==> src/rtl/handshake_const_check_if.sv <==
// Elastic handshake bundle for handshake_const_check: one input channel
// carrying data tokens and one output channel carrying data, a match bit and
// the valid that doubles as the dataless ctrl token.
interface handshake_const_check_if #(
    parameter int DATA_WIDTH = 12
) ();
    logic [DATA_WIDTH-1:0] ins;
    logic                  ins_valid;
    logic                  ins_ready;
    logic [DATA_WIDTH-1:0] outs;
    logic                  outs_match;
    logic                  outs_valid;
    logic                  outs_ready;

    // Producer/environment side: drives input tokens and downstream ready.
    modport master (
        output ins, ins_valid, outs_ready,
        input  ins_ready, outs, outs_match, outs_valid
    );

    // Checker side: accepts input tokens and presents the FIFO head.
    modport slave (
        input  ins, ins_valid, outs_ready,
        output ins_ready, outs, outs_match, outs_valid
    );
endinterface

==> src/rtl/handshake_const_check.sv <==
// Consumer-side constant checker: accepts data tokens, compares each against
// EXPECTED, buffers token plus match bit in a small FIFO and emits them
// downstream. Keeps a sticky mismatch flag and a saturating token counter.
module handshake_const_check #(
    parameter int                    DATA_WIDTH = 12,
    parameter logic [DATA_WIDTH-1:0] EXPECTED   = 12'h5AE,
    parameter int                    DEPTH      = 2,
    parameter int                    CNT_WIDTH  = 16
) (
    input  logic                     clk,
    input  logic                     rst,
    handshake_const_check_if.slave   bus,
    output logic                     mismatch,
    output logic [CNT_WIDTH-1:0]     token_count
);
    localparam int PTR_W = $clog2(DEPTH);
    localparam int OCC_W = $clog2(DEPTH + 1);

    logic [DATA_WIDTH-1:0] data_mem  [DEPTH];
    logic                  match_mem [DEPTH];
    logic [PTR_W-1:0]      wr_ptr;
    logic [PTR_W-1:0]      rd_ptr;
    logic [OCC_W-1:0]      occupancy;
    logic                  push;
    logic                  pop;

    // Handshake outputs from registered state only; everything forced idle
    // while reset is held so nothing leaks out during reset.
    always_comb begin
        // NOTE: every signal gets a default first so no path leaves it unassigned (no latch).
        bus.ins_ready  = 1'b0;
        bus.outs_valid = 1'b0;
        bus.outs       = '0;
        bus.outs_match = 1'b0;
        if (rst) begin
            bus.ins_ready  = (occupancy != OCC_W'(DEPTH));
            bus.outs_valid = (occupancy != '0);
            if (occupancy != '0) begin
                bus.outs       = data_mem[rd_ptr];
                bus.outs_match = match_mem[rd_ptr];
            end
        end
    end

    assign push = bus.ins_valid && bus.ins_ready;
    assign pop  = bus.outs_valid && bus.outs_ready;

    // Token storage: written at the write pointer on every accepted token.
    always_ff @(posedge clk) begin
        // NOTE: storage has no reset; occupancy gates what is visible, so stale entries never escape.
        if (push) begin
            data_mem[wr_ptr]  <= bus.ins;
            match_mem[wr_ptr] <= (bus.ins == EXPECTED);
        end
    end

    // Pointers and occupancy; a full FIFO does not accept even on a pop.
    always_ff @(posedge clk) begin
        // NOTE: sequential state uses non-blocking assignments so all registers update together.
        if (!rst) begin
            wr_ptr    <= '0;
            rd_ptr    <= '0;
            occupancy <= '0;
        end else begin
            if (push) wr_ptr <= wr_ptr + PTR_W'(1);
            if (pop)  rd_ptr <= rd_ptr + PTR_W'(1);
            case ({push, pop})
                2'b10:   occupancy <= occupancy + OCC_W'(1);
                2'b01:   occupancy <= occupancy - OCC_W'(1);
                default: occupancy <= occupancy;
            endcase
        end
    end

    // Debug state: sticky mismatch flag and saturating accepted-token count.
    always_ff @(posedge clk) begin
        if (!rst) begin
            mismatch    <= 1'b0;
            token_count <= '0;
        end else if (push) begin
            if (bus.ins != EXPECTED) mismatch <= 1'b1;
            if (token_count != '1)   token_count <= token_count + CNT_WIDTH'(1);
        end
    end
endmodule
==> src/flat_wrapper.sv <==
// flat-port wrapper written by rule: the top's interface ports become plain ports
module handshake_const_check_flat 
#(
    parameter int                    DATA_WIDTH = 12,
    parameter logic [DATA_WIDTH-1:0] EXPECTED   = 12'h5AE,
    parameter int                    DEPTH      = 2,
    parameter int                    CNT_WIDTH  = 16
)
  (clk, rst, mismatch, token_count, bus_ins, bus_ins_valid, bus_outs_ready, bus_ins_ready, bus_outs, bus_outs_match, bus_outs_valid);
  handshake_const_check_if #(.DATA_WIDTH(DATA_WIDTH)) bus_i ();
  input  logic clk;
  input  logic rst;
  output logic mismatch;
  output logic [CNT_WIDTH-1:0] token_count;
  input wire logic [$bits(bus_i.ins)-1:0] bus_ins;
  input wire logic [$bits(bus_i.ins_valid)-1:0] bus_ins_valid;
  input wire logic [$bits(bus_i.outs_ready)-1:0] bus_outs_ready;
  output wire logic [$bits(bus_i.ins_ready)-1:0] bus_ins_ready;
  output wire logic [$bits(bus_i.outs)-1:0] bus_outs;
  output wire logic [$bits(bus_i.outs_match)-1:0] bus_outs_match;
  output wire logic [$bits(bus_i.outs_valid)-1:0] bus_outs_valid;
  assign bus_i.ins = bus_ins;
  assign bus_i.ins_valid = bus_ins_valid;
  assign bus_i.outs_ready = bus_outs_ready;
  assign bus_ins_ready = bus_i.ins_ready;
  assign bus_outs = bus_i.outs;
  assign bus_outs_match = bus_i.outs_match;
  assign bus_outs_valid = bus_i.outs_valid;
  handshake_const_check #(.DATA_WIDTH(DATA_WIDTH), .EXPECTED(EXPECTED), .DEPTH(DEPTH), .CNT_WIDTH(CNT_WIDTH)) u_core (.clk(clk), .rst(rst), .bus(bus_i), .mismatch(mismatch), .token_count(token_count));
endmodule
==> config.mk <==
export PLATFORM = sky130hd
export DESIGN_NAME = handshake_const_check_flat
export DESIGN_NICKNAME = d
export VERILOG_FILES = /design/src/rtl/handshake_const_check_if.sv /design/src/rtl/handshake_const_check.sv /design/src/flat_wrapper.sv
export SDC_FILE = /design/constraint.sdc
export NUM_CORES = 1
export LEC_CHECK = 0
export ABC_CLOCK_PERIOD_IN_PS = 1800
export CORE_UTILIZATION = 45
export DETAILED_ROUTE_END_ITERATION = 7
export PLACE_DENSITY = 0.71
export REMOVE_ABC_BUFFERS = 1
export SLEW_MARGIN = 15
export SYNTH_ARGS = -nofsm -noshare
export SYNTH_HDL_FRONTEND = slang
export SYNTH_SLANG_ARGS = --single-unit
==> constraint.sdc <==
create_clock -name clk -period 1.8 [get_ports clk]
set_input_delay 0.36 -clock clk [delete_from_list [all_inputs] [get_ports clk]]
set_output_delay 0.36 -clock clk [all_outputs]
set_load 0.03 [all_outputs]
==> results of run 1 <==
-- layout by cell type, fill, tap and decap left out, drive strengths merged, types with 3 or more instances in the layout --
master | synthesis | layout
buf | 6 | 41
edfxtp | 26 | 26
dfxtp | 22 | 22
nor2 | 20 | 20
clkdlybuf4s50 | 0 | 18
mux2i | 16 | 16
a21oi | 10 | 10
dlymetal6s2s | 0 | 10
inv | 7 | 7
nand2 | 7 | 7
o31ai | 7 | 7
nor3 | 6 | 6
or4 | 6 | 6
and2 | 6 | 6
nand4 | 6 | 6
nand3 | 6 | 6
clkbuf | 4 | 6
o21ai | 5 | 5
dlygate4sd2 | 0 | 4
xnor2 | 3 | 3
and4 | 3 | 3
and3 | 3 | 3
-- state kept, by name (all words and copies together) (netlist names), named ones only --
| signal | cells |
|---|---|
| u_core.mismatch | 1 |
| u_core.data_mem | 24 |
| u_core.occupancy | 2 |
| u_core.wr_ptr | 1 |
| u_core.token_count | 16 |
| u_core.match_mem | 2 |
| u_core.rd_ptr | 1 |
-- kinds of logic after synthesis --
logic type,synth area share
AO/OA/AOI/OAI,0.0980
adder cells (fa/ha/maj),0.0116
multiplexers,0.0742
XOR/XNOR,0.0162
AND/OR/NAND/NOR,0.197
buffers and inverters,0.0371
flip-flops,0.566
-- power by group through the flow --
stage                     Combinational, W  Clock [W]  Sequential [W]
final                             0.000381   0.000606         0.00123
after global routing              0.000410   0.000665         0.00123
after CTS                         0.000384   0.000622         0.00122
after detailed placement          0.000383          0         0.00125
after global placement            0.000379          0         0.00125
after floorplan                   0.000174          0         0.00127
-- through the flow --
step / util / setup slack [ns] / TNS, ns / cell area (µm²)
3_3_place_gp: 0.628 / -0.291 / -6.91 / 2810
3_5_place_dp: 0.628 / -0.327 / -8.09 / 2810
2_1_floorplan: - / -0.877 / -4.79 / 2100
6_report: 0.653 / 0.0372 / 0 / 2920
5_1_grt: 0.653 / -0.000328 / -0.000328 / 2920
4_1_cts: 0.646 / 0.00274 / 0 / 2890
-- layout make-up --
cell class              count  area share
inverters                   7     0.00899
clock buffers               6      0.0248
clock inverters             2     0.00385
flip-flops and latches     48       0.419
repair buffers             73       0.227
multi-input cells         125       0.294
well taps                  52      0.0223
-- worst paths after layout --
check,startpoint,to,cells after the start
setup / recovery,u_core.token_count[15]$_SDFFE_PN0P_,token_count[15],1
hold / removal,u_core.mismatch$_SDFFE_PN0P_,u_core.mismatch$_SDFFE_PN0P_,1
setup reg to reg,u_core.occupancy[0]$_SDFFE_PN0P_,u_core.occupancy[1]$_SDFFE_PN0P_,6
hold reg to reg,u_core.mismatch$_SDFFE_PN0P_,u_core.mismatch$_SDFFE_PN0P_,1
-- cell usage after synthesis, types with 4 or more instances --
library cell  count
and2_1            5
mux2i_1          16
nand2_1           7
a21oi_1          10
o31ai_1           7
edfxtp_1         26
o21ai_0           5
or4_1             6
nor2_1           20
clkbuf_1          4
buf_2             4
dfxtp_1          22
inv_1             7
nand3_1           5
nor3_1            6
nand4_1           5
-- metal layers --
layer	up-vias	share of wire	global-route usage
met5	-	0	0
met3	6	0.047	0.0450
met4	0	0.012	0.0533
met1	808	0.44	0.253
li1	855	-	-
met2	40	0.50	0.330
==> results.json, run 1 <==
{
  "status": "complete, but fails checks",
  "violations": "DRC",
  "grt_usage": 0.195,
  "path_buf_inv": 1,
  "grt_pass1_vias": 1641,
  "ant_nets": 0,
  "seq_area_frac_synth": 0.566,
  "max-slew-margin-rel": 0.716,
  "min_period_ns": 1.76,
  "grt_pass1_wl_um": 7670,
  "nNetsFinal": 278,
  "drt_iter0_markers": 88,
  "tightestPinTransition_ns": 0.421,
  "synth_top_area_cell": "edfxtp_1",
  "dp_cells": 305,
  "fin_crit_sh": 0.979,
  "cts_made_buffers": 5,
  "netlist.area_leader.share": 0.362,
  "gp_congestion": 0.758,
  "crit_fanout": 5,
  "cts_root_buffer": "clkbuf_8",
  "area_delta_synth_final_pct": 35.4,
  "vias_per_cell": 5.46,
  "swShare": 0.255,
  "drc_errors": 4,
  "wirelength_um": 4610,
  "synth_warnings": 0,
  "cts_tree": "done",
  "syn_inst": 190,
  "ys_ff_latch": 48,
  "wl_per_cell_um": 14.7,
  "first_pass_iters": 6,
  "cp_top_family": "buffers and inverters",
  "dp_hpwl_um": 3390,
  "hold_viol": 0,
  "clkPwrFrac": 0.274,
  "antenna_found_initial": 0,
  "clock_latency_ns": 0.30,
  "async_reset_ff_frac": 0,
  "synth.area.top_cells": "edfxtp_1, dfxtp_1, mux2i_1, nor2_1, o31ai_1",
  "portBuffers": 47,
  "ir_worst_vdd_v": 0.000398,
  "cts_setup_buffers": 0,
  "fp.dieW_um": 71.3,
  "worstSetupPathType": "reg2out",
  "regArea_um2": 1220,
  "final_cells": 313,
  "r2r_slack_ns": 0.12,
  "grt_max_degree": 15,
  "p_total_w": 0.00221,
  "cts.path.max_buffers": 2,
  "synth_edf_count": 26,
  "grt.overflow.total": 0,
  "setup_viol": 0,
  "io_pins": 48,
  "worstPathCellList": "clkdlybuf4s50_1",
  "arrival_ns": 1.40,
  "pwr-share-comb": 0.172,
  "cts_hold_buf": 0,
  "fmax_mhz": 567,
  "antenna_cells": 0,
  "fp-row-count": 24,
  "drv_slew": 0,
  "worstSetupEndpointType": "output pin",
  "hold_class": "reg2reg",
  "vias": 1709,
  "fin_skew_ns": 0.00689,
  "multi_input_area_um2": 860,
  "dieArea_um2": 5080,
  "power.density_nw_per_um2": 757,
  "crit_slowest_cell": "clkdlybuf4s50_1",
  "post_cts_resized": 4,
  "start_kind": "flip-flop",
  "ys_types": 41,
  "fin_hold_ws_ns": 0.501,
  "avgSynthCellArea_um2": 11.4,
  "fp.dieH_um": 71.3,
  "p_leak_nw": 1.21,
  "syn-cell-area_um2": 2160,
  "cap_violations": 0,
  "layout-drive-gt1-share": 0.215,
  "fillerInstances": 387,
  "cp_data_required_time_ns": 1.44,
  "critPathMaxStageDelay_ns": 0.70,
  "cts.sinks": 48,
  "core_um2": 4470,
  "start_util": 0.482,
  "cts-htree-levels": 2,
  "path_clk_slew_ns": 0.08,
  "power_switching_w": 0.000565,
  "internal_power_w": 0.00165,
  "synth_top_flop_cell": "edfxtp_1",
  "pwr-share-seq": 0.554
}
No activity file was read; power rests on OpenSTA's default activity.
==> run 2: changes to the inputs <==
- SKIP_CTS_REPAIR_TIMING: unset -> 1
==> results.json, run 2 (same netlist as run 1, synthesis figures left out) <==
{
  "reg_top3": "u_core.data_mem x24, u_core.token_count x16",
  "layout_commonest_cell": "buf_4",
  "regArea_um2": 1220,
  "setup_viol": 0,
  "portBuffers": 47,
  "worstSetupPathType": "reg2out",
  "grt_usage": 0.195,
  "worstSetupEndpointType": "output pin",
  "fp.dieH_um": 71.3,
  "cap_violations": 0,
  "path_buf_inv": 1,
  "p_total_w": 0.00222,
  "start_util": 0.482,
  "grt.overflow.total": 0,
  "tightestPinTransition_ns": 0.421,
  "path_clk_slew_ns": 0.08,
  "wl_per_cell_um": 15.0,
  "cp_top_family": "buffers and inverters",
  "path_depth": 1,
  "arrival_ns": 1.41,
  "antenna_cells": 0,
  "dieArea_um2": 5080,
  "dp_hpwl_um": 3390,
  "drc_errors": 4,
  "core_um2": 4470,
  "hold_viol": 0,
  "first_pass_iters": 6,
  "antenna_found_initial": 0,
  "grt_pass1_vias": 1641,
  "final_cell_mix": "buf_4, edfxtp_1, dfxtp_1",
  "status": "complete, but fails checks",
  "ir_worst_vdd_v": 0.000397,
  "drv_slew": 0,
  "grt_pass1_wl_um": 7670,
  "power.density_nw_per_um2": 753,
  "max-slew-margin-rel": 0.716,
  "area_delta_synth_final_pct": 36.6,
  "regMostFlops": "u_core.data_mem",
  "start_kind": "flip-flop",
  "layout-drive-gt1-share": 0.218,
  "cts.path.max_buffers": 2,
  "critPathMaxStageDelay_ns": 0.70,
  "crit_fanout": 5,
  "drt_iter0_markers": 97,
  "violations": "DRC",
  "cts-htree-levels": 2,
  "cp_data_required_time_ns": 1.44,
  "cts_tree": "done",
  "fmax_mhz": 565,
  "worstPathCellList": "clkdlybuf4s50_1",
  "cts_made_buffers": 5,
  "ant_nets": 0,
  "fillerInstances": 378,
  "wirelength_um": 4700,
  "tns_ns": 0,
  "vias": 1724,
  "cts.sinks": 48,
  "min_period_ns": 1.77,
  "clock_latency_ns": 0.30,
  "vias_per_cell": 5.49,
  "grt_max_degree": 15,
  "gp_congestion": 0.758,
  "hold_path_depth": 1,
  "multi_input_area_um2": 863,
  "cts_root_buffer": "clkbuf_8",
  "fin_crit_sh": 0.984,
  "crit_slowest_cell": "clkdlybuf4s50_1",
  "fp.dieW_um": 71.3,
  "fin_skew_ns": 0.00619,
  "hold_class": "reg2reg",
  "p_leak_nw": 1.27,
  "largest_reg_flops": 24,
  "io_pins": 48,
  "fp-row-count": 24,
  "nNetsFinal": 279,
  "r2r_cells": 6
}
==> run 2: routing by layer <==
| layer | part of all wire | vias to the layer above | GRT usage |
|---|---|---|---|
| li1 | - | 857 | - |
| met2 | 0.51 | 47 | 0.329 |
| met3 | 0.045 | 8 | 0.0450 |
| met1 | 0.43 | 812 | 0.253 |
| met5 | 0 | - | 0 |
| met4 | 0.012 | 0 | 0.0533 |
==> run 2: worst paths after layout <==
| path | start | to | slack [ns] |
|---|---|---|---|
| worst max register to register | u_core.occupancy[0]$_SDFFE_PN0P_ | u_core.occupancy[1]$_SDFFE_PN0P_ | 0.12 |
| worst min register to register | u_core.mismatch$_SDFFE_PN0P_ | u_core.mismatch$_SDFFE_PN0P_ | 0.50 |
| worst max-delay path | u_core.token_count[15]$_SDFFE_PN0P_ | token_count[15] | 0.03 |
| worst min-delay path | u_core.mismatch$_SDFFE_PN0P_ | u_core.mismatch$_SDFFE_PN0P_ | 0.50 |
==> run 2: layout make-up <==
class	count	share of cell area
inverters	7	0.00891
multi-input cells	125	0.293
well taps	52	0.0221
clock inverters	2	0.00382
repair buffers	74	0.232
flip-flops and latches	48	0.416
clock buffers	6	0.0246
==> run 2: report_power, final <==
part / leakage, nW / switching, W / internal (W)
sequential: 0.417 / 0.0000249 / 0.00120
combinational: 0.809 / 0.000209 / 0.000180
clock: 0.0388 / 0.000334 / 0.000269
total: 1.27 / 0.000568 / 0.00165
==> run 2: per-stage QoR <==
| step | hold WS (ns) | utilization | cells | worst slack [ns] | cell area, µm² |
|---|---|---|---|---|---|
| floorplan | 0.459 | - | 180 | -0.877 | 2100 |
| global placement | 0.479 | 0.628 | 305 | -0.291 | 2810 |
| detailed placement | 0.476 | 0.628 | 305 | -0.327 | 2810 |
| CTS | 0.495 | 0.647 | 313 | -0.111 | 2890 |
| global route | 0.526 | 0.659 | 314 | -0.00887 | 2950 |
| finish | 0.501 | 0.659 | 314 | 0.0297 | 2950 |
==> run 3: changes to the inputs <==
- ABC_AREA: unset -> 1
- CORE_UTILIZATION: 45 -> 41
- PLACE_DENSITY: 0.71 -> 0.65
==> results.json, run 3 <==
{
  "status": "completed",
  "vias": 1917,
  "path_clk_slew_ns": 0.09,
  "largest_reg_flops": 24,
  "multi_input_area_um2": 983,
  "avgSynthCellArea_um2": 8.62,
  "antenna_cells": 0,
  "synth_top_flop_cell": "edfxtp_1",
  "fmax_mhz": 572,
  "async_reset_ff_frac": 0,
  "layout-drive-gt1-share": 0.219,
  "p_leak_nw": 1.59,
  "first_pass_iters": 4,
  "ant_nets": 0,
  "crit_fanout": 5,
  "cts.sinks": 48,
  "wl_per_cell_um": 11.7,
  "drt_iter0_markers": 50,
  "synthSimpleGateAreaFrac": 0.283,
  "yosys.cell_count.top_type": "nand2_1",
  "synth.area.top_cells": "edfxtp_1, dfxtp_1, nand2_1, mux2_2, nor2_1",
  "fin_hold_ws_ns": 0.466,
  "cap_violations": 0,
  "dp_hpwl_um": 3370,
  "cp_top_family": "buffers and inverters",
  "regArea_um2": 1230,
  "grt.overflow.total": 0,
  "synth_top_family_by_area": "simple AND/OR/NAND/NOR gates",
  "synthXorXnorAreaFrac": 0.0111,
  "worstSetupPathType": "reg2out",
  "clock_latency_ns": 0.30,
  "grt_pass1_wl_um": 7800,
  "hold_class": "reg2reg",
  "gp_congestion": 0.811,
  "min_period_ns": 1.75,
  "wirelength_um": 4790,
  "rsz0062_at_grt": "yes",
  "layout_commonest_cell": "nand2_1",
  "antenna_found_initial": 0,
  "portBuffers": 47,
  "final_util": 0.574,
  "io_pins": 48,
  "grt_usage": 0.166,
  "fp.dieH_um": 77.9,
  "fp.dieW_um": 77.9,
  "path_buf_inv": 1,
  "seq_area_frac_synth": 0.517,
  "drv_slew": 0,
  "ys_ff_latch": 48,
  "grt_pass1_vias": 1691,
  "dieArea_um2": 6070,
  "arrival_ns": 1.39,
  "cts_root_buffer": "clkbuf_8",
  "final_cell_mix": "nand2_1, nor2_1, inv_1",
  "grt_max_degree": 16,
  "worstSetupEndpointType": "output pin",
  "tightestPinTransition_ns": 0.365,
  "worstPathCellList": "clkdlybuf4s50_1",
  "synthMuxAreaShare": 0.0620,
  "setup_viol": 0,
  "fin_crit_sh": 0.972,
  "cts_made_buffers": 5,
  "cts.path.max_buffers": 2,
  "synth_edf_count": 26,
  "fillerInstances": 534,
  "nNetsFinal": 355,
  "ys_types": 26,
  "synth_common_cells": "nand2_1, nor2_1, inv_1",
  "synthAdderAreaFrac": 0.0106,
  "fin_area_um2": 3180,
  "drc_errors": 0,
  "synth_top_area_cell": "edfxtp_1",
  "max-slew-margin-rel": 0.756,
  "crit_slowest_cell": "clkdlybuf4s50_1",
  "vias_per_cell": 4.68,
  "core_um2": 5540,
  "power.density_nw_per_um2": 767,
  "synth_compound_area_frac": 0.0387,
  "ir_worst_vdd_v": 0.000444,
  "syn-cell-area_um2": 2360,
  "hold_viol": 0,
  "start_util": 0.426,
  "fin_skew_ns": 0.00815,
  "cts_tree": "done",
  "critPathMaxStageDelay_ns": 0.69,
  "fp-row-count": 27,
  "cts-htree-levels": 2,
  "start_kind": "flip-flop",
  "netlist.area_leader.share": 0.331,
  "syn_inst": 274,
  "cp_data_required_time_ns": 1.44,
  "area_delta_synth_final_pct": 34.6,
  "regMostFlops": "u_core.data_mem",
  "reg_top3": "u_core.data_mem x24, u_core.token_count x16",
  "synth_warnings": 0,
  "placed_cell_area_um2": 2950
}
run 3: cell count changes after synthesis, moves of 5 or more:
cell and delta:
nand2_1 +64, inv_1 +26, mux2i_1 -16, nor2_1 +16, mux2_2 +13, nor2_2 +8
o31ai_1 -7, nand3_1 +6, or4_1 -6, nor2_4 +5
run 3: final timing paths:
check	start	cells after the start	slack, ns	endpoint
setup / recovery	u_core.token_count[5]$_SDFFE_PN0P_	1	0.05	token_count[5]
hold reg to reg	u_core.mismatch$_SDFFE_PN0P_	2	0.47	u_core.mismatch$_SDFFE_PN0P_
hold / removal	u_core.mismatch$_SDFFE_PN0P_	2	0.47	u_core.mismatch$_SDFFE_PN0P_
setup reg to reg	u_core.token_count[0]$_SDFFE_PN0P_	7	0.24	u_core.token_count[3]$_SDFFE_PN0P_
run 3: through the flow:
step	TNS (ns)	setup WS, ns	instances	total power, W
6_report	0	0.0506	410	0.00244
5_1_grt	-0.0329	-0.0185	410	0.00254
4_1_cts	-2.34	-0.175	409	0.00245
3_3_place_gp	-6.16	-0.182	401	0.00154
2_1_floorplan	-0.103	-0.103	268	0.00140
3_5_place_dp	-7.01	-0.187	401	0.00154
run 3: per-layer routing:
metal	track usage	part of all wire	vias up
met5	0	0	-
met4	0.0556	0.014	0
met3	0.0376	0.053	7
met2	0.276	0.46	50
met1	0.213	0.47	863
li1	-	-	997
run 3: power by group:
group / total [W] / internal [W] / switching (W)
clock network: 0.000905 / 0.000555 / 0.000350
logic: 0.000326 / 0.000150 / 0.000175
registers: 0.00121 / 0.00119 / 0.0000183
total: 0.00244 / 0.00190 / 0.000543
run 3: kinds of logic (layout without fill, tap and decap cells):
logic type | count (synthesis) | count (layout)
and+or+nand+nor | 146 | 146
DFF | 48 | 48
buffers and inverters | 44 | 108
AOI/OAI and AO/OA | 18 | 18
muxes | 13 | 13
xor gates and xnor gates | 3 | 3
adders and majority gates | 2 | 2
run 3: layout make-up:
| class | count | share of cell area |
|---|---|---|
| well taps | 72 | 0.0283 |
| clock buffers | 6 | 0.0228 |
| repair buffers | 62 | 0.190 |
| clock inverters | 2 | 0.0189 |
| inverters | 38 | 0.0456 |
| multi-input cells | 182 | 0.309 |
| flip-flops and latches | 48 | 0.386 |
run 3: worst min-delay path: cells and delay by family (launching register included):
| kind | cells | cell delay, ns |
|---|---|---|
| flops | 1 | 0.32 |
| buf+inv | 1 | 0.05 |
| compound gates | 1 | 0.05 |
